===== src/rtl/ap_ctrl_mc_pkg.sv =====
// Shared types and elaboration helpers for the multi-channel ap control sequencer.
// The watchdog build is selected with AP_CTRL_WDOG_EN.
package ap_ctrl_pkg;

    typedef enum logic [1:0] {
        IDLE = 2'd0,
        RST  = 2'd1,
        WAIT = 2'd2,
        RUN  = 2'd3
    } ch_state_e;

    // One counter serves both the launch delays and the RUN watchdog.
    function automatic int cnt_w(input int start_delay, input int wdog_cycles);
        int m;
        m = (start_delay > wdog_cycles) ? start_delay : wdog_cycles;
        return $clog2(m + 1);
    endfunction

    function automatic bit params_ok(input int n_ch, input int rst_delay,
                                     input int start_delay, input int wdog_cycles);
        return (n_ch >= 1) && (n_ch <= 32) && (rst_delay >= 1) &&
               (start_delay > rst_delay) && (wdog_cycles >= 1);
    endfunction

endpackage


===== src/rtl/ap_ctrl_mc_if.sv =====
// Host handshake and per-channel control bundle for ap_ctrl_mc.
// ch_timeout exists only when AP_CTRL_WDOG_EN is defined.
interface ap_ctrl_mc_if #(
    parameter int N_CH = 4
);
    logic            ap_start;
    logic [N_CH-1:0] ch_en;
    logic [N_CH-1:0] ch_done;
    logic [N_CH-1:0] ch_rst_n;
    logic [N_CH-1:0] ch_start_pulse;
    logic [N_CH-1:0] ch_busy;
    logic            ap_idle;
    logic            ap_ready;
    logic            ap_done;
`ifdef AP_CTRL_WDOG_EN
    logic [N_CH-1:0] ch_timeout;

    modport master (
        output ap_start, ch_en, ch_done,
        input  ch_rst_n, ch_start_pulse, ch_busy, ap_idle, ap_ready, ap_done, ch_timeout
    );
    modport slave (
        input  ap_start, ch_en, ch_done,
        output ch_rst_n, ch_start_pulse, ch_busy, ap_idle, ap_ready, ap_done, ch_timeout
    );
`else
    modport master (
        output ap_start, ch_en, ch_done,
        input  ch_rst_n, ch_start_pulse, ch_busy, ap_idle, ap_ready, ap_done
    );
    modport slave (
        input  ap_start, ch_en, ch_done,
        output ch_rst_n, ch_start_pulse, ch_busy, ap_idle, ap_ready, ap_done
    );
`endif
endinterface


===== src/rtl/ap_ctrl_mc_ch_seq.sv =====
// Per-channel launch sequencer: auto-reset window, delayed start pulse, done tracking.
// Optional RUN watchdog under AP_CTRL_WDOG_EN.
//
// state | meaning
// IDLE  | channel parked, ch_rst_n high, waiting for a launch with its enable bit set
// RST   | ch_rst_n low, down-counter runs C_RST_DELAY cycles
// WAIT  | ch_rst_n high, down-counter runs until the start pulse is due
// RUN   | start pulse on entry cycle, then waiting for ch_done (or watchdog expiry)
module ap_ch_seq
    import ap_ctrl_pkg::*;
#(
    parameter int C_RST_DELAY   = 20,
    parameter int C_START_DELAY = 40,
`ifdef AP_CTRL_WDOG_EN
    parameter int C_WDOG_CYCLES = 1048576,
`endif
    parameter int CNT_W         = 21
) (
    input  logic ap_clk,
    input  logic ap_rst,
    input  logic launch,
    input  logic en,
    input  logic ch_done,
    output logic ch_rst_n,
    output logic ch_start_pulse,
    output logic ch_busy,
    output logic done_evt
`ifdef AP_CTRL_WDOG_EN
    ,
    output logic ch_timeout
`endif
);

    localparam logic [CNT_W-1:0] CNT_ONE   = CNT_W'(1);
    localparam logic [CNT_W-1:0] RST_LOAD  = CNT_W'(C_RST_DELAY - 1);
    localparam logic [CNT_W-1:0] WAIT_LOAD = CNT_W'(C_START_DELAY - C_RST_DELAY - 1);
`ifdef AP_CTRL_WDOG_EN
    localparam logic [CNT_W-1:0] WDOG_LOAD = CNT_W'(C_WDOG_CYCLES - 1);
    logic timeout_set;
    logic timeout_q;
`endif

    ch_state_e        state_q, state_d;
    logic [CNT_W-1:0] cnt_q, cnt_d;
    logic             rst_n_q;
    logic             pulse_q, pulse_d;

    always_ff @(posedge ap_clk or posedge ap_rst) begin
        if (ap_rst) begin
            state_q <= IDLE;
            cnt_q   <= '0;
            rst_n_q <= 1'b0;
            pulse_q <= 1'b0;
        end else begin
            state_q <= state_d;
            cnt_q   <= cnt_d;
            rst_n_q <= (state_d != RST);
            pulse_q <= pulse_d;
        end
    end

    always_comb begin
        state_d  = state_q;
        cnt_d    = cnt_q;
        pulse_d  = 1'b0;
        done_evt = 1'b0;
`ifdef AP_CTRL_WDOG_EN
        timeout_set = 1'b0;
`endif
        case (state_q)
            IDLE: begin
                if (launch && en) begin
                    state_d = RST;
                    cnt_d   = RST_LOAD;
                end
            end
            RST: begin
                if (cnt_q == '0) begin
                    state_d = WAIT;
                    cnt_d   = WAIT_LOAD;
                end else begin
                    cnt_d = cnt_q - CNT_ONE;
                end
            end
            WAIT: begin
                if (cnt_q == '0) begin
                    state_d = RUN;
                    pulse_d = 1'b1;
`ifdef AP_CTRL_WDOG_EN
                    cnt_d   = WDOG_LOAD;
`endif
                end else begin
                    cnt_d = cnt_q - CNT_ONE;
                end
            end
            RUN: begin
                // The pulse cycle itself never qualifies for done or watchdog counting.
                if (!pulse_q && ch_done) begin
                    state_d  = IDLE;
                    done_evt = 1'b1;
                end
`ifdef AP_CTRL_WDOG_EN
                else if (!pulse_q && (cnt_q == '0)) begin
                    state_d     = IDLE;
                    done_evt    = 1'b1;
                    timeout_set = 1'b1;
                end else if (!pulse_q) begin
                    cnt_d = cnt_q - CNT_ONE;
                end
`endif
            end
            default: state_d = IDLE;
        endcase
    end

`ifdef AP_CTRL_WDOG_EN
    always_ff @(posedge ap_clk or posedge ap_rst) begin
        if (ap_rst) begin
            timeout_q <= 1'b0;
        end else if (launch) begin
            timeout_q <= 1'b0;
        end else if (timeout_set) begin
            timeout_q <= 1'b1;
        end
    end

    assign ch_timeout = timeout_q;
`endif

    assign ch_rst_n       = rst_n_q;
    assign ch_start_pulse = pulse_q;
    assign ch_busy        = (state_q != IDLE);

endmodule


===== src/rtl/ap_ctrl_mc.sv =====
// Multi-channel ap control sequencer: host start edge detect, channel fan-out, status aggregation.
// Per-channel RUN watchdog and ch_timeout are built only with AP_CTRL_WDOG_EN.
module ap_ctrl_mc
    import ap_ctrl_pkg::*;
#(
    parameter int N_CH          = 4,
    parameter int C_RST_DELAY   = 20,
    parameter int C_START_DELAY = 40,
    parameter int C_WDOG_CYCLES = 1048576,
    parameter int CNT_W         = cnt_w(C_START_DELAY, C_WDOG_CYCLES)
) (
    input  logic         ap_clk,
    input  logic         ap_rst,
    ap_ctrl_mc_if.slave  ctrl
);

    if (!params_ok(N_CH, C_RST_DELAY, C_START_DELAY, C_WDOG_CYCLES)) begin : g_param_err
        $error("ap_ctrl_mc: illegal parameter combination");
    end

    logic            start_q;
    logic [N_CH-1:0] en_q;
    logic [N_CH-1:0] done_q;
    logic [N_CH-1:0] done_nxt;
    logic [N_CH-1:0] done_evt;
    logic [N_CH-1:0] busy;
    logic [N_CH-1:0] rst_n_w;
    logic [N_CH-1:0] pulse_w;
    logic            all_idle;
    logic            launch;
    logic            fire;
    logic            ap_ready_q;
    logic            ap_done_q;
`ifdef AP_CTRL_WDOG_EN
    logic [N_CH-1:0] timeout_w;
`endif

    assign all_idle = ~(|busy);
    assign launch   = ctrl.ap_start & ~start_q & all_idle & (|ctrl.ch_en);
    assign done_nxt = done_q | done_evt;
    // Completion is judged on the edge that carries the last done, so ap_done is one cycle later.
    assign fire     = (|done_evt) && (done_nxt == en_q);

    always_ff @(posedge ap_clk or posedge ap_rst) begin
        if (ap_rst) begin
            start_q    <= 1'b0;
            en_q       <= '0;
            done_q     <= '0;
            ap_ready_q <= 1'b0;
            ap_done_q  <= 1'b0;
        end else begin
            start_q    <= ctrl.ap_start;
            ap_ready_q <= launch;
            ap_done_q  <= fire;
            if (launch) begin
                en_q   <= ctrl.ch_en;
                done_q <= '0;
            end else if (fire) begin
                done_q <= '0;
            end else begin
                done_q <= done_nxt;
            end
        end
    end

    for (genvar i = 0; i < N_CH; i++) begin : g_ch
        ap_ch_seq #(
            .C_RST_DELAY   (C_RST_DELAY),
            .C_START_DELAY (C_START_DELAY),
`ifdef AP_CTRL_WDOG_EN
            .C_WDOG_CYCLES (C_WDOG_CYCLES),
`endif
            .CNT_W         (CNT_W)
        ) u_ch (
            .ap_clk         (ap_clk),
            .ap_rst         (ap_rst),
            .launch         (launch),
            .en             (ctrl.ch_en[i]),
            .ch_done        (ctrl.ch_done[i]),
            .ch_rst_n       (rst_n_w[i]),
            .ch_start_pulse (pulse_w[i]),
            .ch_busy        (busy[i]),
            .done_evt       (done_evt[i])
`ifdef AP_CTRL_WDOG_EN
            ,
            .ch_timeout     (timeout_w[i])
`endif
        );
    end

    assign ctrl.ch_rst_n       = rst_n_w;
    assign ctrl.ch_start_pulse = pulse_w;
    assign ctrl.ch_busy        = busy;
    assign ctrl.ap_idle        = all_idle;
    assign ctrl.ap_ready       = ap_ready_q;
    assign ctrl.ap_done        = ap_done_q;
`ifdef AP_CTRL_WDOG_EN
    assign ctrl.ch_timeout     = timeout_w;
`endif

endmodule

===== src/flat_wrapper.sv =====
// flat-port wrapper written by rule: the top's interface ports become plain ports
module ap_ctrl_mc_flat import ap_ctrl_pkg::*;
#(
    parameter int N_CH          = 4,
    parameter int C_RST_DELAY   = 20,
    parameter int C_START_DELAY = 40,
    parameter int C_WDOG_CYCLES = 1048576,
    parameter int CNT_W         = cnt_w(C_START_DELAY, C_WDOG_CYCLES)
)
  (ap_clk, ap_rst, ctrl_ap_start, ctrl_ch_en, ctrl_ch_done, ctrl_ch_rst_n, ctrl_ch_start_pulse, ctrl_ch_busy, ctrl_ap_idle, ctrl_ap_ready, ctrl_ap_done);
  ap_ctrl_mc_if #(.N_CH(N_CH)) ctrl_i ();
  input  logic ap_clk;
  input  logic ap_rst;
  input wire logic [$bits(ctrl_i.ap_start)-1:0] ctrl_ap_start;
  input wire logic [$bits(ctrl_i.ch_en)-1:0] ctrl_ch_en;
  input wire logic [$bits(ctrl_i.ch_done)-1:0] ctrl_ch_done;
  output wire logic [$bits(ctrl_i.ch_rst_n)-1:0] ctrl_ch_rst_n;
  output wire logic [$bits(ctrl_i.ch_start_pulse)-1:0] ctrl_ch_start_pulse;
  output wire logic [$bits(ctrl_i.ch_busy)-1:0] ctrl_ch_busy;
  output wire logic [$bits(ctrl_i.ap_idle)-1:0] ctrl_ap_idle;
  output wire logic [$bits(ctrl_i.ap_ready)-1:0] ctrl_ap_ready;
  output wire logic [$bits(ctrl_i.ap_done)-1:0] ctrl_ap_done;
  assign ctrl_i.ap_start = ctrl_ap_start;
  assign ctrl_i.ch_en = ctrl_ch_en;
  assign ctrl_i.ch_done = ctrl_ch_done;
  assign ctrl_ch_rst_n = ctrl_i.ch_rst_n;
  assign ctrl_ch_start_pulse = ctrl_i.ch_start_pulse;
  assign ctrl_ch_busy = ctrl_i.ch_busy;
  assign ctrl_ap_idle = ctrl_i.ap_idle;
  assign ctrl_ap_ready = ctrl_i.ap_ready;
  assign ctrl_ap_done = ctrl_i.ap_done;
  ap_ctrl_mc #(.N_CH(N_CH), .C_RST_DELAY(C_RST_DELAY), .C_START_DELAY(C_START_DELAY), .C_WDOG_CYCLES(C_WDOG_CYCLES), .CNT_W(CNT_W)) u_core (.ap_clk(ap_clk), .ap_rst(ap_rst), .ctrl(ctrl_i));
endmodule

===== config.mk =====
export PLATFORM = sky130hd
export DESIGN_NAME = ap_ctrl_mc_flat
export DESIGN_NICKNAME = d
export VERILOG_FILES = /design/src/rtl/ap_ctrl_mc_pkg.sv /design/src/rtl/ap_ctrl_mc_if.sv /design/src/rtl/ap_ctrl_mc_ch_seq.sv /design/src/rtl/ap_ctrl_mc.sv /design/src/flat_wrapper.sv
export SDC_FILE = /design/constraint.sdc
export NUM_CORES = 1
export LEC_CHECK = 0
export CAP_MARGIN = 25
export CORE_MARGIN = 2
export CORE_UTILIZATION = 67
export DETAILED_ROUTE_END_ITERATION = 6
export PLACE_DENSITY_LB_ADDON = 0.12
export SLEW_MARGIN = 20
export SYNTH_ARGS = -nofsm -noshare
export SYNTH_HDL_FRONTEND = slang
export SYNTH_SLANG_ARGS = --single-unit

===== constraint.sdc =====
create_clock -name ap_clk -period 9 [get_ports ap_clk]
set_input_delay 0.9 -clock ap_clk [delete_from_list [all_inputs] [get_ports ap_clk]]
set_output_delay 0.9 -clock ap_clk [all_outputs]
set_load 0.01 [all_outputs]

==> metrics.md <==
| Metric | Value |
|---|---|
| I/O pins | `26` |
| Crit-path cells | `clkdlybuf4s50_1, nor2b_1, a41o_1, o21ai_1, buf_4, or4_1, a22oi_1` |
| Root Driver | `clkbuf_8` |
| Global Route Usage Sum | `between 20 and 30%` |
| Post-CTS Setup Inserts | `0` |
| Clk_lat worst skew | `390 ps` |
| Syn Nets | `780` |
| Setup crit end kind | `register` |
| Top cells by area, synth | `dfrtp_1 41%, a22oi_1 6.5%, ha_1 5.8%` |
| Final TNS setup | `0 ps` |
| Slowest stage delay, CP | `750 ps` |
| Cell taking the most area after synthesis | `dfrtp_1` |
| Fmax | `roughly 260 MHz` |
| Gr busiest metal | `met2` |
| Starting Density | `69.5%` |
| Rel. slew slack | `~36%` |
| Core Area | `9860 um2` |
| Vias in the first global route | `5703` |
| Post-Syn Area per Cell | `around 9.3 um2` |
| Synth async-reset ratio | `100%` |
| Fin crit share | `~42%` |
| Vias | `5890` |
| Commonest cells after routing, fill and taps aside | `111 x dfrtp_1, 59 x a22oi_1, 42 x or4_1, 40 x nor2_1, 40 x or3_1` |
| GRT Residual Overflow | `0` |
| Post-synth EDFFs | `0` |
| Final HPWL DP | `around 10 mm` |
| Yosys reg bits | `between 100 and 150` |
| VDD IR max | `146 uV` |
| Cells after synthesis | `737` |
| Post-DR vias/cell | `6.85` |
| Ys Warns | `0` |
| Share of cells above drive strength 1 | `5.09%` |
| Largest net degree at the start of global routing | `58` |
| CP bufs+invs | `2` |
| RD Place Congestion | `approximately 0.9` |
| Critical Path RT | `9310 ps` |
| Final Skew | `approximately 11 ps` |
| Final hold violation count | `0` |
| Post-synth cell types | `61` |
| CTS clk-pin slew, worst paths | `around 100 ps` |
| Pre-Repair DR Iteration Count | `7` |
| Clock Tree Buf Depth | `2` |
| Sequential area share after synthesis | `between 40% and 50%` |
| Final wirelength | `15.2 mm` |
| N_diodes | `0` |
| Final setup fails | `0` |
| Failing checks | `design-rule violations` |
| Initial antenna violation count | `0` |
| Hold WS | `521 ps` |
| WL/cell | `17.7 um` |
| Most used DFF post-synth | `dfrtp_1` |
| Post-CTS resize count | `0` |
| CTS Hold Bufs | `0` |
| Die X | `about 110 um` |
| Unrepaired setup endpoints after global routing | `no` |
| Initial DRC Count | `between 300 and 400` |
| Filler Cells Inserted | `730` |
| Final Util | `roughly 73%` |
| Met2 Resource Use GR | `a little under half` |
| Routed Antenna Nets | `0` |
| Slew @ Worst Pin | `956 ps` |
| Cell Rows | `36` |
| Top-area cell type share of the netlist area | `between 40% and 50%` |
| Sink Count | `about 110` |
| Status | `complete, but fails checks` |
| M1 GR Usage | `38.7%` |
| Crit path kind | `primary input to register` |
| CP top delay family | `compound AO/OA/AOI/OAI gates` |
| # nets final | `766` |
| Maxcap violations | `0` |
| Die ar. | `roughly 11000 um2` |
| WP data arrival | `slightly above 4000 ps` |
| Number of buffers created by CTS | `9` |
| CTS tree | `yes` |
| Hold Crit Class | `register to register` |
| IO Port Bufs | `25` |
| Final min period | `~3800 ps` |
| Post-Syn Area | `a little under 7000 um2` |
| Max Transition Viols Final | `0` |
| Crit Path Max Fanout | `22` |
| Chip height | `about 110 um` |
| Residual DRC count | `1` |
| P per Cell Area | `between 200 and 300 nW/um2` |
| P&R area growth vs syn | `5.38%` |
| H-Tree Depth | `3` |
| Lkg Pwr | `3.26 nW` |
| Commonest non-fill, non-tap cell in the layout | `dfrtp_1` |
| Crit path launch type | `primary input` |
| CP max stage cell | `a41o_1` |
| Power after layout | `just under 2 mW` |
| First-pass GRT wire length | `26.3 mm` |
| Met3 usage | `roughly 6.5%` |
[worst min-delay path: stages (launching register included)]
cell and delay, ps:
dfrtp_1 340, nor2b_1 60, nor2_1 90
[metrics by stage]
step	cells	setup WS (ps)	instance area (um2)
after global placement	844	4890	7040
after floorplan	737	5170	6860
after detailed placement	845	4860	7050
after global routing	860	5000	7230
after CTS	860	5270	7230
final	860	5210	7230
[worst paths after layout]
path	slack [ps]	to	cells past startpoint	start
min in group asynchronous	970	u_core.g_ch[1].u_ch.cnt_q[9]	2	ap_rst
setup reg to reg	5300	u_core.g_ch[0].u_ch.cnt_q[9]	8	u_core.g_ch[2].u_ch.state_q[1]
hold reg to reg	520	u_core.done_q[1]	2	u_core.done_q[1]
hold / removal	520	u_core.done_q[1]	2	u_core.done_q[1]
setup / recovery	5210	u_core.g_ch[0].u_ch.cnt_q[9]	7	ctrl_ap_start
max in group asynchronous	6870	u_core.g_ch[3].u_ch.cnt_q[15]	3	ap_rst
[power by group]
| group | total [mW] | switching (mW) | internal (mW) |
|---|---|---|---|
| sequential | 0.711 | 0.107 | 0.604 |
| clock | 0.287 | 0.165 | 0.123 |
| combinational | 0.925 | 0.593 | 0.332 |
| total | 1.92 | 0.865 | 1.06 |
[logic make-up (layout without fill, tap and decap cells)]
family	Yosys count	count (layout)	synth area share, %
AND/OR/NAND/NOR	256	256	22.4
AO/OA/AOI/OAI	231	231	23.6
flip-flops	111	111	40.5
buffers and inverters	93	83	5.95
adder cells (fa/ha/maj)	32	32	5.84
XOR/XNOR	14	14	1.79
[layout make-up]
cell class	count	area (um2)	share of cell area (%)
sequential	111	2780	38.4
inverter	37	141	1.96
multi-input combinational	533	3670	50.8
clock buffer	15	176	2.44
timing repair buffer	31	293	4.05
tap	133	166	2.30
[layer usage]
layer  part of all wire, %  wire, um
met5                     0         0
met4                   1.3       199
met3                   5.4       817
met2                    48      7340
met1                    45      6850
[registers in the layout, summed over array words and instances, names as in the netlist, 4 cells and up]
signal,count
u_core.g_ch.u_ch.cnt_q,84
u_core.g_ch.u_ch.ch_rst_n,4
u_core.done_q,4
u_core.g_ch.u_ch.state_q,8
u_core.g_ch.u_ch.ch_start_pulse,4
u_core.en_q,4
[cell usage after synthesis (12+ instances only)]
cell type    n
or2_2       15
nor3_1      13
a22oi_1     59
ha_1        32
o31ai_1     33
o21ai_0     20
nand2_1     26
a21oi_1     35
inv_1       37
nor2_1      40
o41ai_1     13
or4_1       42
dfrtp_1    111
clkbuf_1    37
o21ai_1     14
nor4_1      13
buf_4       12
or3_1       40
xnor2_1     12
Note: power is estimated with default switching activity, not from simulation.
